--- src/rtl/neuron_pkg.sv ---
// -----------------------------------------------------------------------------
// neuron_pkg
// Shared definitions for the neuron sequencer:
//   W_DEFAULT - default signed data width
//   state_e   - sequencer FSM states
//   addr_w()  - address width for a given depth (never narrower than 1 bit)
// -----------------------------------------------------------------------------
package neuron_pkg;

  localparam int W_DEFAULT = 8;

  typedef enum logic [2:0] {
    IDLE    = 3'd0,
    LOAD    = 3'd1,
    FEED    = 3'd2,
    DRAIN   = 3'd3,
    CAPTURE = 3'd4,
    OUT     = 3'd5
  } state_e;

  // A depth of 1 still needs a 1-bit address so the port never collapses.
  function automatic int addr_w(input int depth);
    if (depth > 1) begin
      return $clog2(depth);
    end else begin
      return 1;
    end
  endfunction

endpackage

--- src/rtl/weight_mem.sv ---
// -----------------------------------------------------------------------------
// weight_mem
// DEPTH x W weight store, synchronous write, combinational read.
// Contents are never cleared by reset.
// Ports:
//   clk      - clock
//   we_i     - write enable (already qualified by the caller)
//   waddr_i  - write address
//   wdata_i  - write data
//   raddr_i  - read address
//   rdata_o  - read data (combinational)
// -----------------------------------------------------------------------------
module weight_mem #(
  parameter int DEPTH = 8,
  parameter int W     = 8,
  parameter int AW    = 3
) (
  input  logic          clk,
  input  logic          we_i,
  input  logic [AW-1:0] waddr_i,
  input  logic [W-1:0]  wdata_i,
  input  logic [AW-1:0] raddr_i,
  output logic [W-1:0]  rdata_o
);

  logic [W-1:0] mem_q [DEPTH];

  // Storage write; out-of-range addresses are dropped.
  always_ff @(posedge clk) begin
    if (we_i && (int'(waddr_i) < DEPTH)) begin
      mem_q[waddr_i] <= wdata_i;
    end
  end

  // Combinational read port.
  always_comb begin
    rdata_o = mem_q[raddr_i];
  end

endmodule

--- src/rtl/neuron_sequencer.sv ---
// -----------------------------------------------------------------------------
// neuron_sequencer
// Loads an N_IN-element input vector, then streams it with each neuron's
// weights into an external MAC core, captures the ReLU'd result and hands it
// out over a valid/ready port, once per neuron.
//
// Optional feature: define NEURON_SEQ_PERF_CNT_EN to build a 16-bit counter of
// delivered results on perf_cnt; otherwise perf_cnt is tied to 0.
//
// Ports:
//   clk, reset                  - clock, synchronous active-high reset
//   start                       - begin a run (only honoured in IDLE)
//   in_valid/in_data/in_ready   - input vector load handshake
//   wt_we/wt_addr/wt_data       - weight write port (ignored while busy)
//   mac_weight/mac_in           - operand stream to the MAC
//   mac_forget/mac_oe/mac_reset - MAC control
//   mac_out                     - MAC result (already ReLU'd)
//   res_valid/res_ready/res_data/res_idx - result handshake
//   busy                        - high outside IDLE
//   perf_cnt                    - delivered-result count
// -----------------------------------------------------------------------------
module neuron_sequencer
  import neuron_pkg::*;
#(
  parameter int N_IN      = 4,
  parameter int N_NEURONS = 2,
  parameter int W         = W_DEFAULT,
  localparam int DEPTH    = N_IN * N_NEURONS,
  localparam int AW       = addr_w(DEPTH),
  localparam int NW       = addr_w(N_NEURONS),
  localparam int IW       = addr_w(N_IN)
) (
  input  logic          clk,
  input  logic          reset,
  input  logic          start,
  input  logic          in_valid,
  input  logic [W-1:0]  in_data,
  output logic          in_ready,
  input  logic          wt_we,
  input  logic [AW-1:0] wt_addr,
  input  logic [W-1:0]  wt_data,
  output logic [W-1:0]  mac_weight,
  output logic [W-1:0]  mac_in,
  output logic          mac_forget,
  output logic          mac_oe,
  output logic          mac_reset,
  input  logic [W-1:0]  mac_out,
  output logic          res_valid,
  input  logic          res_ready,
  output logic [W-1:0]  res_data,
  output logic [NW-1:0] res_idx,
  output logic          busy,
  output logic [15:0]   perf_cnt
);

  state_e        state_q, state_d;
  logic [NW-1:0] n_q, n_d;
  logic [IW-1:0] idx_q, idx_d;
  logic          forget_q, forget_d;
  logic [W-1:0]  res_data_q, res_data_d;
  logic [NW-1:0] res_idx_q, res_idx_d;
  logic [W-1:0]  buf_q [N_IN];
  logic          buf_we_s;
  logic          active_s;
  logic [AW-1:0] raddr_s;
  logic [W-1:0]  wt_rdata_s;
  logic          res_fire_s;

  // Outputs are forced low while reset is asserted, not only after it.
  assign active_s   = ~reset;
  assign mac_reset  = reset;
  assign busy       = active_s & (state_q != IDLE);
  assign in_ready   = active_s & (state_q == LOAD);
  assign mac_oe     = active_s & (state_q == CAPTURE);
  assign res_valid  = active_s & (state_q == OUT);
  assign mac_forget = active_s & forget_q;
  assign res_data   = active_s ? res_data_q : {W{1'b0}};
  assign res_idx    = active_s ? res_idx_q : {NW{1'b0}};
  assign res_fire_s = res_valid & res_ready;

  assign raddr_s = AW'(n_q) * AW'(N_IN) + AW'(idx_q);

  weight_mem #(
    .DEPTH (DEPTH),
    .W     (W),
    .AW    (AW)
  ) u_weight_mem (
    .clk     (clk),
    .we_i    (wt_we & ~busy),
    .waddr_i (wt_addr),
    .wdata_i (wt_data),
    .raddr_i (raddr_s),
    .rdata_o (wt_rdata_s)
  );

  // Operands are only non-zero while feeding; idx_q doubles as the feed step.
  always_comb begin
    mac_in     = {W{1'b0}};
    mac_weight = {W{1'b0}};
    if (active_s && (state_q == FEED)) begin
      mac_in     = buf_q[idx_q];
      mac_weight = wt_rdata_s;
    end else begin
      mac_in     = {W{1'b0}};
      mac_weight = {W{1'b0}};
    end
  end

  // Next-state and datapath control.
  always_comb begin
    state_d    = state_q;
    n_d        = n_q;
    idx_d      = idx_q;
    buf_we_s   = 1'b0;
    res_data_d = res_data_q;
    res_idx_d  = res_idx_q;
    // The MAC clears its accumulator in the cycle after the first product.
    forget_d   = (state_q == FEED) && (idx_q == {IW{1'b0}});
    case (state_q)
      IDLE: begin
        if (start) begin
          state_d = LOAD;
          idx_d   = {IW{1'b0}};
        end else begin
          state_d = IDLE;
        end
      end
      LOAD: begin
        if (in_valid) begin
          buf_we_s = 1'b1;
          if (idx_q == IW'(N_IN - 1)) begin
            state_d = FEED;
            idx_d   = {IW{1'b0}};
            n_d     = {NW{1'b0}};
          end else begin
            idx_d = idx_q + {{(IW-1){1'b0}}, 1'b1};
          end
        end else begin
          state_d = LOAD;
        end
      end
      FEED: begin
        if (idx_q == IW'(N_IN - 1)) begin
          state_d = DRAIN;
          idx_d   = {IW{1'b0}};
        end else begin
          idx_d = idx_q + {{(IW-1){1'b0}}, 1'b1};
        end
      end
      DRAIN: begin
        state_d = CAPTURE;
      end
      CAPTURE: begin
        state_d    = OUT;
        res_data_d = mac_out;
        res_idx_d  = n_q;
      end
      OUT: begin
        if (res_ready) begin
          if (n_q == NW'(N_NEURONS - 1)) begin
            state_d = IDLE;
            n_d     = {NW{1'b0}};
          end else begin
            // Input buffer is reused for the next neuron.
            state_d = FEED;
            n_d     = n_q + {{(NW-1){1'b0}}, 1'b1};
            idx_d   = {IW{1'b0}};
          end
        end else begin
          state_d = OUT;
        end
      end
      default: begin
        state_d = IDLE;
        n_d     = {NW{1'b0}};
        idx_d   = {IW{1'b0}};
      end
    endcase
  end

  // Control and result registers.
  always_ff @(posedge clk) begin
    if (reset) begin
      state_q    <= IDLE;
      n_q        <= {NW{1'b0}};
      idx_q      <= {IW{1'b0}};
      forget_q   <= 1'b0;
      res_data_q <= {W{1'b0}};
      res_idx_q  <= {NW{1'b0}};
    end else begin
      state_q    <= state_d;
      n_q        <= n_d;
      idx_q      <= idx_d;
      forget_q   <= forget_d;
      res_data_q <= res_data_d;
      res_idx_q  <= res_idx_d;
    end
  end

  // Input buffer; deliberately not cleared by reset.
  always_ff @(posedge clk) begin
    if (buf_we_s && !reset) begin
      buf_q[idx_q] <= in_data;
    end
  end

`ifdef NEURON_SEQ_PERF_CNT_EN
  logic [15:0] perf_q, perf_d;

  // Delivered-result counter, wraps naturally at 16 bits.
  always_comb begin
    if (res_fire_s) begin
      perf_d = perf_q + 16'd1;
    end else begin
      perf_d = perf_q;
    end
  end

  // Counter register.
  always_ff @(posedge clk) begin
    if (reset) begin
      perf_q <= 16'd0;
    end else begin
      perf_q <= perf_d;
    end
  end

  assign perf_cnt = active_s ? perf_q : 16'd0;
`else
  logic unused_fire_s;
  assign unused_fire_s = res_fire_s;
  assign perf_cnt      = 16'd0;
`endif

endmodule

--- config.mk ---
export PLATFORM = sky130hd
export DESIGN_NAME = neuron_sequencer
export DESIGN_NICKNAME = d
export VERILOG_FILES = /design/src/rtl/neuron_pkg.sv /design/src/rtl/weight_mem.sv /design/src/rtl/neuron_sequencer.sv
export SDC_FILE = /design/constraint.sdc
export NUM_CORES = 1
export LEC_CHECK = 0
export CAP_MARGIN = 20
export CORE_ASPECT_RATIO = 1.25
export CORE_UTILIZATION = 25
export DETAILED_ROUTE_END_ITERATION = 7
export GPL_TIMING_DRIVEN = 0
export SYNTH_ARGS = -nofsm -noshare
export SYNTH_HDL_FRONTEND = slang
export SYNTH_HIERARCHICAL = 1
export SYNTH_SLANG_ARGS = --single-unit
--- constraint.sdc ---
create_clock -name clk -period 2 [get_ports clk]
set_input_delay 0.4 -clock clk [delete_from_list [all_inputs] [get_ports clk]]
set_output_delay 0.4 -clock clk [all_outputs]
set_load 0.01 [all_outputs]
==> run summary <==
For hold timing, the worst endpoint is n_q. The number of placed instances, taps included, is 589. Setup violations remaining at the end of the flow were counted as 16.

The logs give 114 for the clock sink total and 0.363 for the core utilization of the finished layout. In this run the clock root is driven by a sky130_fd_sc_hd__clkbuf_16. The routed design has 10.2 mm of wire. Maximum fanout count along the critical path: 5.

Counting cells, the worst reg-to-reg path comes to 8. Leaving out fill and tap cells, the most frequent cell in the layout is sky130_fd_sc_hd__edfxtp_1. For the final database, setup skew stands at 0.00691 ns. The share of layout cells above drive strength 1 works out to 0.437.

The worst setup path is launched from a flop. The residual overflow from global routing came out at 0. The top cell types in the final layout, fill and taps aside, are 96 x sky130_fd_sc_hd__edfxtp_1, 35 x sky130_fd_sc_hd__buf_4, 32 x sky130_fd_sc_hd__clkdlybuf4s50_1. TritonCTS built the clock tree. Netlist area before placement: 4870 sq um. The flow ran to the end, but the final reports show violations. The floorplan step set the die height to 158 microns.

The tools report the worst setup slack before clock tree synthesis as -1.18 ns. The post-route antenna net violation count was 0; the final clock period utilization by the worst path was 1.21. The I/O pin count came out at 80.

Setup repair after global routing could not meet its margin everywhere. The biggest area contributor in the post-synthesis netlist is sky130_fd_sc_hd__edfxtp_1. The tools report the clock network fraction of design power as 0.469. TritonCTS created 17 clock buffers.

Synthesis handed over a netlist of 279 instances. The startpoint of the worst register-to-register path was state_q[1]. The analysis attributes to cell leakage a power of 2.51 nW. The largest net degree at the start of global routing was 17; the combinational power share was 0.104. The critical path contains buffers and inverters numbering 2 combined. The via count of the first global-routing pass was 2897.

The run gives -4.21 ns as the final sum of negative setup slack. The checks that failed: setup timing. Traced cell by cell, the critical path runs through buf_12, mux4_2, mux2_4, and2_4, buf_6. The floorplan die area was 20000 sq um.

The detailed router finished its first iteration with 101 violations. The worst-case register-to-register setup slack was 0.09 ns. The worst-case IR drop observed on VDD is 0.000541 V. Counting instances, the worst hold path has a depth of 2. The final weighted congestion in routability-driven placement was 0.775; the post-layout worst setup margin was -0.423 ns. Compared with the post-synthesis result, the final layout area differs by 41.0%. The tools report the final-stage net count as 438. The wire-length estimate of the detail-placed layout is 6.44 mm.

Dividing the detail-routed wire length by the instance count gives 15.8 microns. After the flow finishes, the layout carries non-filler instances totaling 646. The largest incremental delay on the critical path is 0.50 ns. The initial antenna violation count is 0, and the register bit count reported by yosys is 114. The area of the core was 18900 sq um. The tool flagged a number of max-cap violations equal to 0. In the post-synthesis netlist, the biggest area contributors are sky130_fd_sc_hd__edfxtp_1 59%, sky130_fd_sc_hd__mux4_1 8.1%, sky130_fd_sc_hd__dfxtp_1 7.4%. The run gives 0.257 as the starting density of the core. The number of vias in the routed layout is 2752. The kind of cell with the highest combined delay along the critical path is multiplexers.

The design draws 0.00623 W. The tools report the count of synthesis-stage warnings from yosys as 6. The run gives 0.110 as the total routing resource utilization after global routing. Top flip-flop cell by instance count after synthesis: sky130_fd_sc_hd__edfxtp_1. For this design the ratio of total power to cell area is 907 nW/um^2. The tools report the count of endpoints failing hold in the final timing report as 0. In this run the worst hold path is classified as reg2reg. The clock reaches the later pin of the worst-skew pair after 0.41 ns. The share of the synthesized area in the top cell type came out at 0.592. For this run, design rule violations remaining after detail routing come to 0.

The internal power of the cells totals 0.00485 W. The die is 127 microns wide. The startpoint identified for the worst hold timing path is n_q. At the worst endpoint, the arrival time is 2.02 ns. After clock tree synthesis, the clock-pin slew on the worst setup and hold paths is 0.06 ns. The via density per instance is 4.26, and the final critical delay including setup and external delays is 2.42 ns. Dividing the synthesized area by the synthesized cell count gives 17.4 sq um. Before antenna repair, the detailed router went through 4 iterations.

The number of library cell types mapped by synthesis was 43; the antenna diode count was 0. Port buffering added 63 buffers. Static timing analysis puts the maximum clock frequency at 0.413 GHz.

For the fraction of power consumed by sequential logic, the log shows 0.428. At the worst endpoint, the required time is 1.60 ns. The proportion of synthesized chip area in sequential cells came out at 0.666.

The number of rows in the core area is 56, and the net switching power of the design is 0.00138 W. Slowest stage cell on the critical path: sky130_fd_sc_hd__mux4_2. The worst setup path is captured at a primary output. The worst setup path is of the reg2out kind. The endpoint identified for the worst register-to-register timing path is u_weight_mem/mem_q[0][0]. The final number of max-transition violations is 0. The first-pass GRT wire length is 15.9 mm, and the number of enable-type register cells in the synthesized netlist is 96. The longest clock path from root to sink contains 2 buffers. The share of flip-flops with an asynchronous set or reset was 0. The switching share of total power came out at 0.222.

The H-tree was split into 4 levels.
worst min-delay path: stages, from the launching register on:
cell,delay (ns)
sky130_fd_sc_hd__dfxtp_2,0.35
sky130_fd_sc_hd__o211ai_2,0.06
sky130_fd_sc_hd__a21oi_1,0.06
cells in the mapped netlist, types with 7 or more instances:
library cell               instances
sky130_fd_sc_hd__mux2_2            8
sky130_fd_sc_hd__buf_4            17
sky130_fd_sc_hd__nor2b_1          11
sky130_fd_sc_hd__o22a_1            9
sky130_fd_sc_hd__nor2_1           11
sky130_fd_sc_hd__dfxtp_1          18
sky130_fd_sc_hd__mux4_2            9
sky130_fd_sc_hd__edfxtp_1         96
sky130_fd_sc_hd__and2_1           17
sky130_fd_sc_hd__mux4_1           15
sky130_fd_sc_hd__buf_2             7
layout make-up:
cell class,instances,area (sq um)
buffer,29,260
fill,1808,12100
clock inverter,14,154
sequential,114,3260
timing repair buffer,90,901
clock buffer,18,429
multi-input combinational,146,1570
inverter,3,11.3
tap,232,290
cells by family (layout without fill, tap and decap cells):
family,after synthesis,count (layout),synth area share
other cells,1,16,0.000770
fa+ha+maj,4,4,0.0103
simple gates,68,68,0.0899
mux,32,32,0.141
compound gates,26,26,0.0427
flops,114,114,0.666
buf+inv,34,154,0.0491
metal layers:
layer	global-route usage	part of all wire
met2	0.187	0.52
met3	0.0328	0.047
met1	0.126	0.42
met4	0.0561	0.017
met5	0	0
per-stage QoR:
step           area (sq um)  hold WS [ns]
4_1_cts                6780         0.516
3_3_place_gp           5860         0.533
6_report               6870         0.514
3_5_place_dp           5860         0.545
5_1_grt                6870         0.537
2_1_floorplan          4940         0.482
how the worst max path moves through the flow:
stage | start | endpoint | slack, ns | depth (start not counted)
final | idx_q[0] | mac_weight[6] | -0.42 | 5
after global routing | idx_q[0] | mac_weight[3] | -0.50 | 5
after CTS | idx_q[0] | mac_weight[6] | -0.49 | 6
after detailed placement | reset | u_weight_mem/mem_q[5][0] | -1.18 | 7
after global placement | reset | u_weight_mem/mem_q[1][5] | -1.13 | 7
after floorplan | idx_q[0] | mac_weight[1] | 0.01 | 5
flip-flops by register name, indices dropped and copies added, names as in the netlist, named ones only:
register,flops
res_data_q,8
buf_q,32
state_q,3
n_q,1
forget_q,1
idx_q,2
res_idx_q,1
u_weight_mem/mem_q,64
power by group through the flow:
| stage | Combinational [W] | Clock (W) | Sequential [W] |
|---|---|---|---|
| floorplan | 0.000311 | 0 | 0.00269 |
| global placement | 0.000484 | 0 | 0.00270 |
| global route | 0.000697 | 0.00309 | 0.00267 |
| CTS | 0.000625 | 0.00298 | 0.00266 |
| detailed placement | 0.000495 | 0 | 0.00270 |
| finish | 0.000646 | 0.00292 | 0.00266 |
repair_timing:
action | 4_1_cts | 5_1_grt
gates resized for setup | 181 | 19
cloned | 1 | 0
hold buffers | 0 | 0
pin swaps | 7 | 7
setup endpoints to repair | 94 | 83
buffers inserted | 21 | 6
No activity file was read; power rests on OpenSTA's default activity.
